$ cat config.mk
export PLATFORM = sky130hd
export DESIGN_NAME = multi_cycle_controller
export DESIGN_NICKNAME = d
export VERILOG_FILES = /design/src/rtl/riscv_ctrl_pkg.sv /design/src/rtl/branch_cond_unit.sv /design/src/rtl/multi_cycle_controller.sv
export SDC_FILE = /design/constraint.sdc
export NUM_CORES = 1
export LEC_CHECK = 0
export BUFFER_PORTS_ARGS = -buffer_cell sky130_fd_sc_hd__buf_4
export CAP_MARGIN = 20
export CORE_MARGIN = 2
export CORE_UTILIZATION = 39
export CTS_CLUSTER_SIZE = 10
export DETAILED_ROUTE_END_ITERATION = 6
export PLACE_DENSITY = 0.74
export SLEW_MARGIN = 20
export SYNTH_ARGS = -nofsm -noshare
export SYNTH_HDL_FRONTEND = slang
export SYNTH_SLANG_ARGS = --single-unit
$ cat constraint.sdc
create_clock -name clk -period 1.1 [get_ports clk]
set_input_delay 0 -clock clk [delete_from_list [all_inputs] [get_ports clk]]
set_output_delay 0 -clock clk [all_outputs]
set_load 0.02 [all_outputs]
$ cat src/rtl/riscv_ctrl_pkg.sv
//------------------------------------------------------------------------------
// Module   : riscv_ctrl_pkg
// Purpose  : Shared encodings for the RV32I multi-cycle controller.
//            Macro ILLEGAL_TRAP_EN adds the HALT state.
// Revision : 1.0 - initial release
//------------------------------------------------------------------------------
`default_nettype none

package riscv_ctrl_pkg;

    localparam int STATE_BITS = 4;

    localparam logic [6:0] OP_R    = 7'b0110011;
    localparam logic [6:0] OP_I    = 7'b0010011;
    localparam logic [6:0] OP_LW   = 7'b0000011;
    localparam logic [6:0] OP_SW   = 7'b0100011;
    localparam logic [6:0] OP_B    = 7'b1100011;
    localparam logic [6:0] OP_JAL  = 7'b1101111;
    localparam logic [6:0] OP_JALR = 7'b1100111;
    localparam logic [6:0] OP_LUI  = 7'b0110111;

    localparam logic [2:0] F3_BEQ = 3'b000;
    localparam logic [2:0] F3_BNE = 3'b001;
    localparam logic [2:0] F3_BLT = 3'b100;
    localparam logic [2:0] F3_BGE = 3'b101;

    localparam logic [2:0] ALU_ADD   = 3'b000;
    localparam logic [2:0] ALU_SUB   = 3'b001;
    localparam logic [2:0] ALU_AND   = 3'b010;
    localparam logic [2:0] ALU_OR    = 3'b011;
    localparam logic [2:0] ALU_XOR   = 3'b100;
    localparam logic [2:0] ALU_SLT   = 3'b101;
    localparam logic [2:0] ALU_PASSB = 3'b110;

    localparam logic [1:0] RES_ALUOUT = 2'b00;
    localparam logic [1:0] RES_MEM    = 2'b01;
    localparam logic [1:0] RES_ALU    = 2'b10;

    localparam logic [1:0] SRCA_PC    = 2'b00;
    localparam logic [1:0] SRCA_OLDPC = 2'b01;
    localparam logic [1:0] SRCA_RS1   = 2'b10;

    localparam logic [1:0] SRCB_RS2  = 2'b00;
    localparam logic [1:0] SRCB_IMM  = 2'b01;
    localparam logic [1:0] SRCB_FOUR = 2'b10;

    localparam logic [2:0] IMM_I = 3'b000;
    localparam logic [2:0] IMM_S = 3'b001;
    localparam logic [2:0] IMM_B = 3'b010;
    localparam logic [2:0] IMM_U = 3'b011;
    localparam logic [2:0] IMM_J = 3'b100;

    typedef enum logic [STATE_BITS-1:0] {
        S_FETCH    = 4'd0,
        S_DECODE   = 4'd1,
        S_MEMADR   = 4'd2,
        S_MEMREAD  = 4'd3,
        S_MEMWB    = 4'd4,
        S_MEMWRITE = 4'd5,
        S_EXEC_R   = 4'd6,
        S_EXEC_I   = 4'd7,
        S_ALUWB    = 4'd8,
        S_BRANCH   = 4'd9,
        S_JAL      = 4'd10,
        S_JALR     = 4'd11,
        S_LINK     = 4'd12,
        S_LUI      = 4'd13
`ifdef ILLEGAL_TRAP_EN
        ,
        S_HALT     = 4'd14
`endif
    } state_e;

    function automatic logic [2:0] imm_sel(input logic [6:0] op);
        case (op)
            OP_LW, OP_JALR, OP_I: imm_sel = IMM_I;
            OP_SW:                imm_sel = IMM_S;
            OP_B:                 imm_sel = IMM_B;
            OP_LUI:               imm_sel = IMM_U;
            OP_JAL:               imm_sel = IMM_J;
            default:              imm_sel = IMM_I;
        endcase
    endfunction

    // SUB exists only for R-type; addi with imm[10]=1 must stay ADD.
    function automatic logic [2:0] alu_dec(input logic [2:0] f3, input logic f7_5,
                                           input logic is_r);
        case (f3)
            3'b000:  alu_dec = (is_r && f7_5) ? ALU_SUB : ALU_ADD;
            3'b111:  alu_dec = ALU_AND;
            3'b110:  alu_dec = ALU_OR;
            3'b100:  alu_dec = ALU_XOR;
            3'b010:  alu_dec = ALU_SLT;
            default: alu_dec = ALU_ADD;
        endcase
    endfunction

endpackage

`default_nettype wire

$ cat src/rtl/branch_cond_unit.sv
//------------------------------------------------------------------------------
// Module   : branch_cond_unit
// Purpose  : Combinational branch-taken decision from func3 and ALU flags.
// Revision : 1.0 - initial release
//------------------------------------------------------------------------------
`default_nettype none

module branch_cond_unit
    import riscv_ctrl_pkg::*;
(
    input  logic [2:0] func3,
    input  logic       zero,
    input  logic       lt,
    output logic       taken
);

    always_comb begin
        taken = 1'b0;
        case (func3)
            F3_BEQ:  taken = zero;
            F3_BNE:  taken = ~zero;
            F3_BLT:  taken = lt;
            F3_BGE:  taken = ~lt;
            default: taken = 1'b0;
        endcase
    end

endmodule

`default_nettype wire

$ cat src/rtl/multi_cycle_controller.sv
//------------------------------------------------------------------------------
// Module   : multi_cycle_controller
// Purpose  : Main control FSM of the RV32I multi-cycle core.
//            Macro ILLEGAL_TRAP_EN traps unknown opcodes into HALT.
// Revision : 1.0 - initial release
//------------------------------------------------------------------------------
`default_nettype none

module multi_cycle_controller
    import riscv_ctrl_pkg::*;
#(
    parameter int STATE_W = 4
) (
    input  logic               clk,
    input  logic               rst,
    input  logic [6:0]         opcode,
    input  logic [2:0]         func3,
    input  logic               func7_5,
    input  logic               zero,
    input  logic               lt,
    output logic               pc_write,
    output logic               adr_src,
    output logic               mem_write,
    output logic               ir_write,
    output logic               reg_write,
    output logic [1:0]         result_src,
    output logic [1:0]         alu_src_a,
    output logic [1:0]         alu_src_b,
    output logic [2:0]         imm_src,
    output logic [2:0]         alu_ctrl,
    output logic               illegal,
    output logic [STATE_W-1:0] state_dbg
);

    state_e state_q;
    state_e state_d;
    logic   taken;
    logic   pc_write_fsm;
    logic   mem_write_fsm;
    logic   ir_write_fsm;
    logic   reg_write_fsm;

    branch_cond_unit u_branch_cond (
        .func3 (func3),
        .zero  (zero),
        .lt    (lt),
        .taken (taken)
    );

    always_ff @(posedge clk) begin
        if (rst) begin
            state_q <= S_FETCH;
        end else begin
            state_q <= state_d;
        end
    end

    always_comb begin
        state_d       = state_q;
        pc_write_fsm  = 1'b0;
        mem_write_fsm = 1'b0;
        ir_write_fsm  = 1'b0;
        reg_write_fsm = 1'b0;
        adr_src       = 1'b0;
        result_src    = RES_ALUOUT;
        alu_src_a     = SRCA_PC;
        alu_src_b     = SRCB_RS2;
        alu_ctrl      = ALU_ADD;
        case (state_q)
            S_FETCH: begin
                ir_write_fsm = 1'b1;
                pc_write_fsm = 1'b1;
                alu_src_b    = SRCB_FOUR;
                result_src   = RES_ALU;
                state_d      = S_DECODE;
            end
            S_DECODE: begin
                alu_src_a = SRCA_OLDPC;
                alu_src_b = SRCB_IMM;
                case (opcode)
                    OP_LW, OP_SW: state_d = S_MEMADR;
                    OP_R:         state_d = S_EXEC_R;
                    OP_I:         state_d = S_EXEC_I;
                    OP_B:         state_d = S_BRANCH;
                    OP_JAL:       state_d = S_JAL;
                    OP_JALR:      state_d = S_JALR;
                    OP_LUI:       state_d = S_LUI;
`ifdef ILLEGAL_TRAP_EN
                    default:      state_d = S_HALT;
`else
                    default:      state_d = S_FETCH;
`endif
                endcase
            end
            S_MEMADR: begin
                alu_src_a = SRCA_RS1;
                alu_src_b = SRCB_IMM;
                state_d   = (opcode == OP_LW) ? S_MEMREAD : S_MEMWRITE;
            end
            S_MEMREAD: begin
                adr_src = 1'b1;
                state_d = S_MEMWB;
            end
            S_MEMWB: begin
                result_src    = RES_MEM;
                reg_write_fsm = 1'b1;
                state_d       = S_FETCH;
            end
            S_MEMWRITE: begin
                adr_src       = 1'b1;
                mem_write_fsm = 1'b1;
                state_d       = S_FETCH;
            end
            S_EXEC_R: begin
                alu_src_a = SRCA_RS1;
                alu_ctrl  = alu_dec(func3, func7_5, 1'b1);
                state_d   = S_ALUWB;
            end
            S_EXEC_I: begin
                alu_src_a = SRCA_RS1;
                alu_src_b = SRCB_IMM;
                alu_ctrl  = alu_dec(func3, func7_5, 1'b0);
                state_d   = S_ALUWB;
            end
            S_ALUWB: begin
                reg_write_fsm = 1'b1;
                state_d       = S_FETCH;
            end
            S_BRANCH: begin
                alu_src_a    = SRCA_RS1;
                alu_ctrl     = ALU_SUB;
                pc_write_fsm = taken;
                state_d      = S_FETCH;
            end
            // JAL target was latched into ALUOut during DECODE; ALU now forms the link.
            S_JAL: begin
                alu_src_a    = SRCA_OLDPC;
                alu_src_b    = SRCB_FOUR;
                pc_write_fsm = 1'b1;
                state_d      = S_ALUWB;
            end
            S_JALR: begin
                alu_src_a    = SRCA_RS1;
                alu_src_b    = SRCB_IMM;
                result_src   = RES_ALU;
                pc_write_fsm = 1'b1;
                state_d      = S_LINK;
            end
            S_LINK: begin
                alu_src_a = SRCA_OLDPC;
                alu_src_b = SRCB_FOUR;
                state_d   = S_ALUWB;
            end
            S_LUI: begin
                alu_src_b     = SRCB_IMM;
                alu_ctrl      = ALU_PASSB;
                result_src    = RES_ALU;
                reg_write_fsm = 1'b1;
                state_d       = S_FETCH;
            end
`ifdef ILLEGAL_TRAP_EN
            S_HALT: begin
                state_d = S_HALT;
            end
`endif
            default: begin
                state_d = S_FETCH;
            end
        endcase
    end

    // Strobes are suppressed for the whole reset window, not just after the edge.
    assign pc_write  = pc_write_fsm  & ~rst;
    assign mem_write = mem_write_fsm & ~rst;
    assign ir_write  = ir_write_fsm  & ~rst;
    assign reg_write = reg_write_fsm & ~rst;

    assign imm_src   = imm_sel(opcode);
    assign state_dbg = STATE_W'(state_q);

`ifdef ILLEGAL_TRAP_EN
    assign illegal = (state_q == S_HALT);
`else
    assign illegal = 1'b0;
`endif

endmodule

`default_nettype wire

==> qor.yml, run 1 <==
sta:
  layout_setup_ws_ns: -0.346
  fin_hold_ws_ns: 0.0502
  fin_crit_ns: 1.45
  rsz0062_at_grt: "true"
  clock_skew_ns: 0.0141
  setup_viol: 16
  timing.final.crit_share_pct: 131
  fmax_ghz: 0.691
  final_max_slew_viol_count: 0
  final_hold_viol_count: 0
drt:
  vias: 1045
  drt.antenna.violating_nets: 0
  drt_iter0_markers: 42
  via_per_inst: 5.94
  wl_um: 3050
  firstDrtPassIters: 4
  drc: 0
  avgRoutedWirePerCell_um: 17.3
floorplanning:
  core_um2: 1560
  design.portCount: 37
  rows: 14
  fp.dieW_um: 45.5
  die_y_um: 45.5
  floorplan.initialDensity_pct: 43.1
  dieArea_um2: 2070
yosys:
  netlist_instances: 102
  post_synth.cell_area_avg_um2: 6.59
  yosysSeqAreaShare_pct: 11.9
  syn_nets: 117
  yosys.cell_types.count: 38
  synth_warnings: 0
  ys_seq_elements: 4
  netlist_area_um2: 672
setup_path:
  critPathLaunchType: "flop"
  crit_type: "reg2out"
  required_ns: 1.10
  worstPathArrival_ns: 1.45
  worst-path-max-fanout: 7
  end_kind: "output port"
layout:
  finalNonFillerCells: 176
  largest_reg_flops: 4
  finalNetCount: 176
  utilization_pct: 88.6
  area_growth_pct: 106
  antenna_cells: 0
  final_layout_size_suffix_gt1_share_pct: 63.1
clock_tree:
  cts_buffers: 3
  cts_root_buffer: "clkbuf_4"
  h-tree-depth: 1
  path_clk_slew_ns: 0.05
  cts_tree: "built"
  hold_buffers: 0
  clk_path_buf_depth: 2
  cts.sinks: 4
  clock_latency_ns: 0.24
power_and_ir_drop:
  p_sw_uw: 264
  seqPwrFrac_pct: 21.5
  p_per_area_nw_per_um2: 522
  comb_power_share_pct: 49.2
  p_clk_share_pct: 29.3
  intPower_uw: 456
  irDropWorstVdd_mv: 0.498
  p_leak_uw: 0.000613
  swShare_pct: 36.7
global_routing:
  grt_pass1_vias: 913
  grt_max_degree: 12
  antenna_found_initial: 0
  grt_overflow: 0
  grt_pass1_wl_um: 4020
  track_usage_pct: 26.7
worst_hold_path:
  hp-class: "in2reg"
placement:
  dp_hpwl_um: 1950
  portBuffers: 35
  pre_cts_slack_ns: -0.0835
  place.gp.congestion: 0.877
  dp_cells: 166
run_status:
  run_status: "finished with violations"
  violations: "setup timing"
flow_run:
  cap_violations: 0
cell families after synthesis:
kind of cell,Yosys count,share of synthesized area [%]
DFF,4,11.9
buffers and inverters,13,8.94
xor gates and xnor gates,6,7.82
and+or+nand+nor,51,42.6
other,1,0.558
muxes,1,1.49
AOI/OAI and AO/OA,26,26.6
worst paths after layout:
check | start | endpoint | slack, ns | cells after the start
setup / recovery | state_dbg[2] | result_src[1] | -0.35 | 4
hold reg to reg | state_dbg[0] | state_dbg[0] | 0.55 | 1
setup reg to reg | state_dbg[3] | state_dbg[3] | -0.14 | 5
hold / removal | opcode[0] | state_dbg[0] | 0.05 | 3
stage by stage:
stage               TNS (ns)  area (um^2)  total power (uW)
floorplan             -0.190          781               321
global placement      -0.175         1140               447
detailed placement    -0.424         1140               452
CTS                    -2.78         1250               674
global route           -3.81         1380               743
finish                 -3.16         1380               720
layout make-up:
type	count	area [um^2]
Inverter	6	22.5
Multi-Input combinational cell	85	703
Tap cell	16	20.0
Clock buffer	4	26.3
Timing Repair Buffer	61	514
Sequential cell	4	95.1
Fill cell	75	178
power groups by stage:
stage	Clock (uW)	Sequential [uW]	Combinational, uW
after floorplan	0	155	166
after global placement	0	157	290
after detailed placement	0	158	295
after CTS	209	153	312
after global routing	214	156	374
final	211	155	354
repair_timing:
action | CTS | global route
endpoints found under the setup margin | 17 | 18
gates resized for setup | 22 | 25
setup buffers | 2 | 5
pin swaps | 2 | 17
per-layer routing:
metal,vias to the layer above,routed length (um),GRT usage [%]
li1,478,-,-
met1,483,1180,31.1
met2,68,1540,48.5
met3,16,208,3.17
met4,0,114,10.6
met5,-,0,0
critical path, stage by stage, from the launching register on:
cell	delay, ns
dfxtp_4	0.38
or3_4	0.38
a21oi_2	0.17
a31o_2	0.15
buf_6	0.12
Yosys cell counts:
cell type	instances	area (um^2)
a2111oi_2	1	15.0
a211oi_1	1	7.51
a21boi_0	2	15.0
a21o_1	1	7.51
a21oi_1	5	25.0
a22o_1	1	8.76
a22oi_1	1	7.51
a31o_2	1	8.76
a31oi_1	2	12.5
and2_1	2	12.5
and3_1	1	6.26
buf_2	3	15.0
buf_4	2	15.0
clkbuf_1	2	7.51
conb_1	1	3.75
dfxtp_1	4	80.1
inv_1	6	22.5
mux2i_1	1	10.0
nand2_1	10	37.5
nand2b_1	2	12.5
nand2b_2	1	8.76
nand3_1	4	20.0
nand3b_1	3	22.5
nand4_1	1	6.26
nand4bb_4	1	27.5
nor2_1	9	33.8
nor2b_1	5	31.3
nor3_1	7	35.0
nor4_1	1	6.26
o21a_1	2	15.0
o21ai_0	4	20.0
o22ai_1	4	25.0
o41a_1	1	11.3
or2_2	1	6.26
or2b_1	1	7.51
or3_1	2	12.5
xnor2_1	2	17.5
xor2_1	4	35.0
placed cells by master (no fill, tap or decap), types with 2 or more instances in the layout:
cell	count
a21oi_1	2
a21oi_2	3
a31oi_2	2
buf_4	47
buf_6	13
clkbuf_4	3
dfxtp_4	4
inv_1	4
inv_2	2
nand2_1	7
nand2_2	2
nand3_1	4
nand3b_1	3
nor2_1	6
nor2_2	3
nor2b_1	2
nor2b_4	3
nor3_1	2
nor3_2	2
nor3_4	3
o21a_1	2
o21ai_1	4
o22ai_1	3
or3_4	2
xnor2_1	2
xor2_1	4
No activity file was read; power rests on OpenSTA's default activity.
==> run 2, diff against run 1 <==
- CORE_MARGIN: 2 -> 5
==> qor.yml, run 2 (synthesis results as in run 1) <==
run_status:
  run_status: "finished with violations"  # unchanged
  violations: "setup timing"  # unchanged
setup_path:
  crit_type: "reg2out"  # unchanged
  critPathLaunchType: "flop"  # unchanged
  worstPathArrival_ns: 1.44  # was 1.45 ns
  worst-path-max-fanout: 8  # was 7
  required_ns: 1.10  # about the same
  end_kind: "output port"  # unchanged
sta:
  fmax_ghz: 0.692  # was 0.691 GHz
  rsz0062_at_grt: "true"  # unchanged
  final_max_slew_viol_count: 0  # unchanged
  final_hold_viol_count: 0  # unchanged
  timing.final.crit_share_pct: 131  # about the same
  tns_ns: -4.00  # was -3.16 ns
  fin_crit_ns: 1.44  # was 1.45 ns
  clock_skew_ns: 0.0174  # was 0.0141 ns
  layout_setup_ws_ns: -0.345  # was -0.346 ns
  setup_viol: 17  # was 16
  fin_hold_ws_ns: 0.0631  # was 0.0502 ns
layout:
  layout_common_cells: "47 x buf_4, 19 x buf_6, 5 x nor2_1, 5 x nand2_1"  # was 47 x buf_4, 13 x buf_6, 7 x nand2_1
  antenna_cells: 0  # unchanged
  area_growth_pct: 121  # was 106%
  finalNetCount: 181  # was 176
  nFillCells: 80  # was 75
  largest_reg_flops: 4  # unchanged
  multiInputGateArea_um2: 753  # was 703 um^2
  final_layout_size_suffix_gt1_share_pct: 69.1  # was 63.1%
  seq_area_um2: 95.1  # unchanged
  finalNonFillerCells: 182  # was 176
  final_common_cell: "buf_4"  # unchanged
floorplanning:
  design.portCount: 37  # unchanged
  rows: 15  # was 14
  floorplan.initialDensity_pct: 39.8  # was 43.1%
  dieArea_um2: 2650  # was 2070 um^2
  fp.dieW_um: 51.5  # was 45.5 um
  die_y_um: 51.5  # was 45.5 um
  core_um2: 1690  # was 1560 um^2
power_and_ir_drop:
  p_per_area_nw_per_um2: 516  # was 522 nW/um^2
  seqPwrFrac_pct: 20.2  # was 21.5%
  comb_power_share_pct: 49.7  # was 49.2%
  intPower_uw: 466  # was 456 uW
  p_clk_share_pct: 30.1  # was 29.3%
  p_sw_uw: 301  # was 264 uW
  irDropWorstVdd_mv: 0.755  # was 0.498 mV
  p_leak_uw: 0.000659  # was 0.000613 uW
  swShare_pct: 39.3  # was 36.7%
placement:
  dp_cells: 169  # was 166
  dp_hpwl_um: 1820  # was 1950 um
  portBuffers: 35  # unchanged
  place.gp.congestion: 0.800  # was 0.877
drt:
  firstDrtPassIters: 4  # unchanged
  drt.antenna.violating_nets: 0  # unchanged
  drt_iter0_markers: 28  # was 42
  via_per_inst: 5.98  # was 5.94
  drc: 0  # unchanged
  vias: 1088  # was 1045
  wl_um: 3770  # was 3050 um
  avgRoutedWirePerCell_um: 20.7  # was 17.3 um
clock_tree:
  cts_root_buffer: "clkbuf_4"  # unchanged
  cts_buffers: 3  # unchanged
  clk_path_buf_depth: 2  # unchanged
  h-tree-depth: 1  # unchanged
  cts_tree: "built"  # unchanged
  path_clk_slew_ns: 0.06  # was 0.05 ns
  cts.sinks: 4  # unchanged
  clock_latency_ns: 0.26  # was 0.24 ns
global_routing:
  grt_overflow: 0  # unchanged
  track_usage_pct: 21.1  # was 26.7%
  grt_pass1_vias: 996  # was 913
  grt_pass1_wl_um: 4390  # was 4020 um
  antenna_found_initial: 0  # unchanged
  grt_max_degree: 11  # was 12
worst_hold_path:
  hp-class: "in2reg"  # unchanged
flow_run:
  cap_violations: 0  # unchanged
==> run 2: per-layer routing <==
layer	GRT usage, %	share of wire [%]
met1	25.4	36
met2	39.0	51
met3	2.87	7.8
met4	5.24	4.9
met5	0	0
==> run 2: worst max-delay path, cell delays in order, from the launching register on <==
cell,delay (ns)
dfxtp_4,0.38
or3_1,0.37
a21oi_1,0.18
a31o_2,0.14
buf_6,0.11
==> run 2: through the flow <==
stage	power [uW]	worst slack (ns)	cell area (um^2)	util (%)
after floorplan	321	-0.0730	781	-
after global placement	448	-0.0551	1160	68.7
after detailed placement	451	-0.0852	1160	68.7
after CTS	688	-0.256	1320	78.0
after global routing	795	-0.381	1490	87.9
final	767	-0.345	1490	87.9
==> run 2: power groups by stage <==
stage | Sequential, uW | Clock, uW | Combinational (uW)
2_1_floorplan | 155 | 0 | 166
3_3_place_gp | 158 | 0 | 290
3_5_place_dp | 158 | 0 | 293
4_1_cts | 156 | 211 | 321
5_1_grt | 155 | 242 | 398
6_report | 155 | 231 | 381
==> run 2: cell type report <==
cell class                 count  share of cell area, %
clock buffer                   4                   1.77
inverter                       6                   1.52
multi-input combinational     85                   50.7
sequential                     4                   6.40
tap                           17                   1.43
timing repair buffer          66                   38.2
==> run 2: path summary, 6_finish.rpt <==
check	from	endpoint	slack [ns]	cells after the start
setup / recovery	state_dbg[2]	result_src[1]	-0.34	4
hold reg to reg	state_dbg[0]	state_dbg[0]	0.66	2
setup reg to reg	state_dbg[2]	state_dbg[3]	-0.26	5
hold / removal	opcode[0]	state_dbg[0]	0.06	3
==> run 2: timing repair <==
| action | in CTS | in global routing |
|---|---|---|
| pin swaps | 8 | 17 |
| resized for setup | 31 | 31 |
| setup buffers | 3 | 6 |
| hold endpoints to repair | 0 | 0 |
| hold buffers | 0 | 0 |
| endpoints found under the setup margin | 17 | 17 |
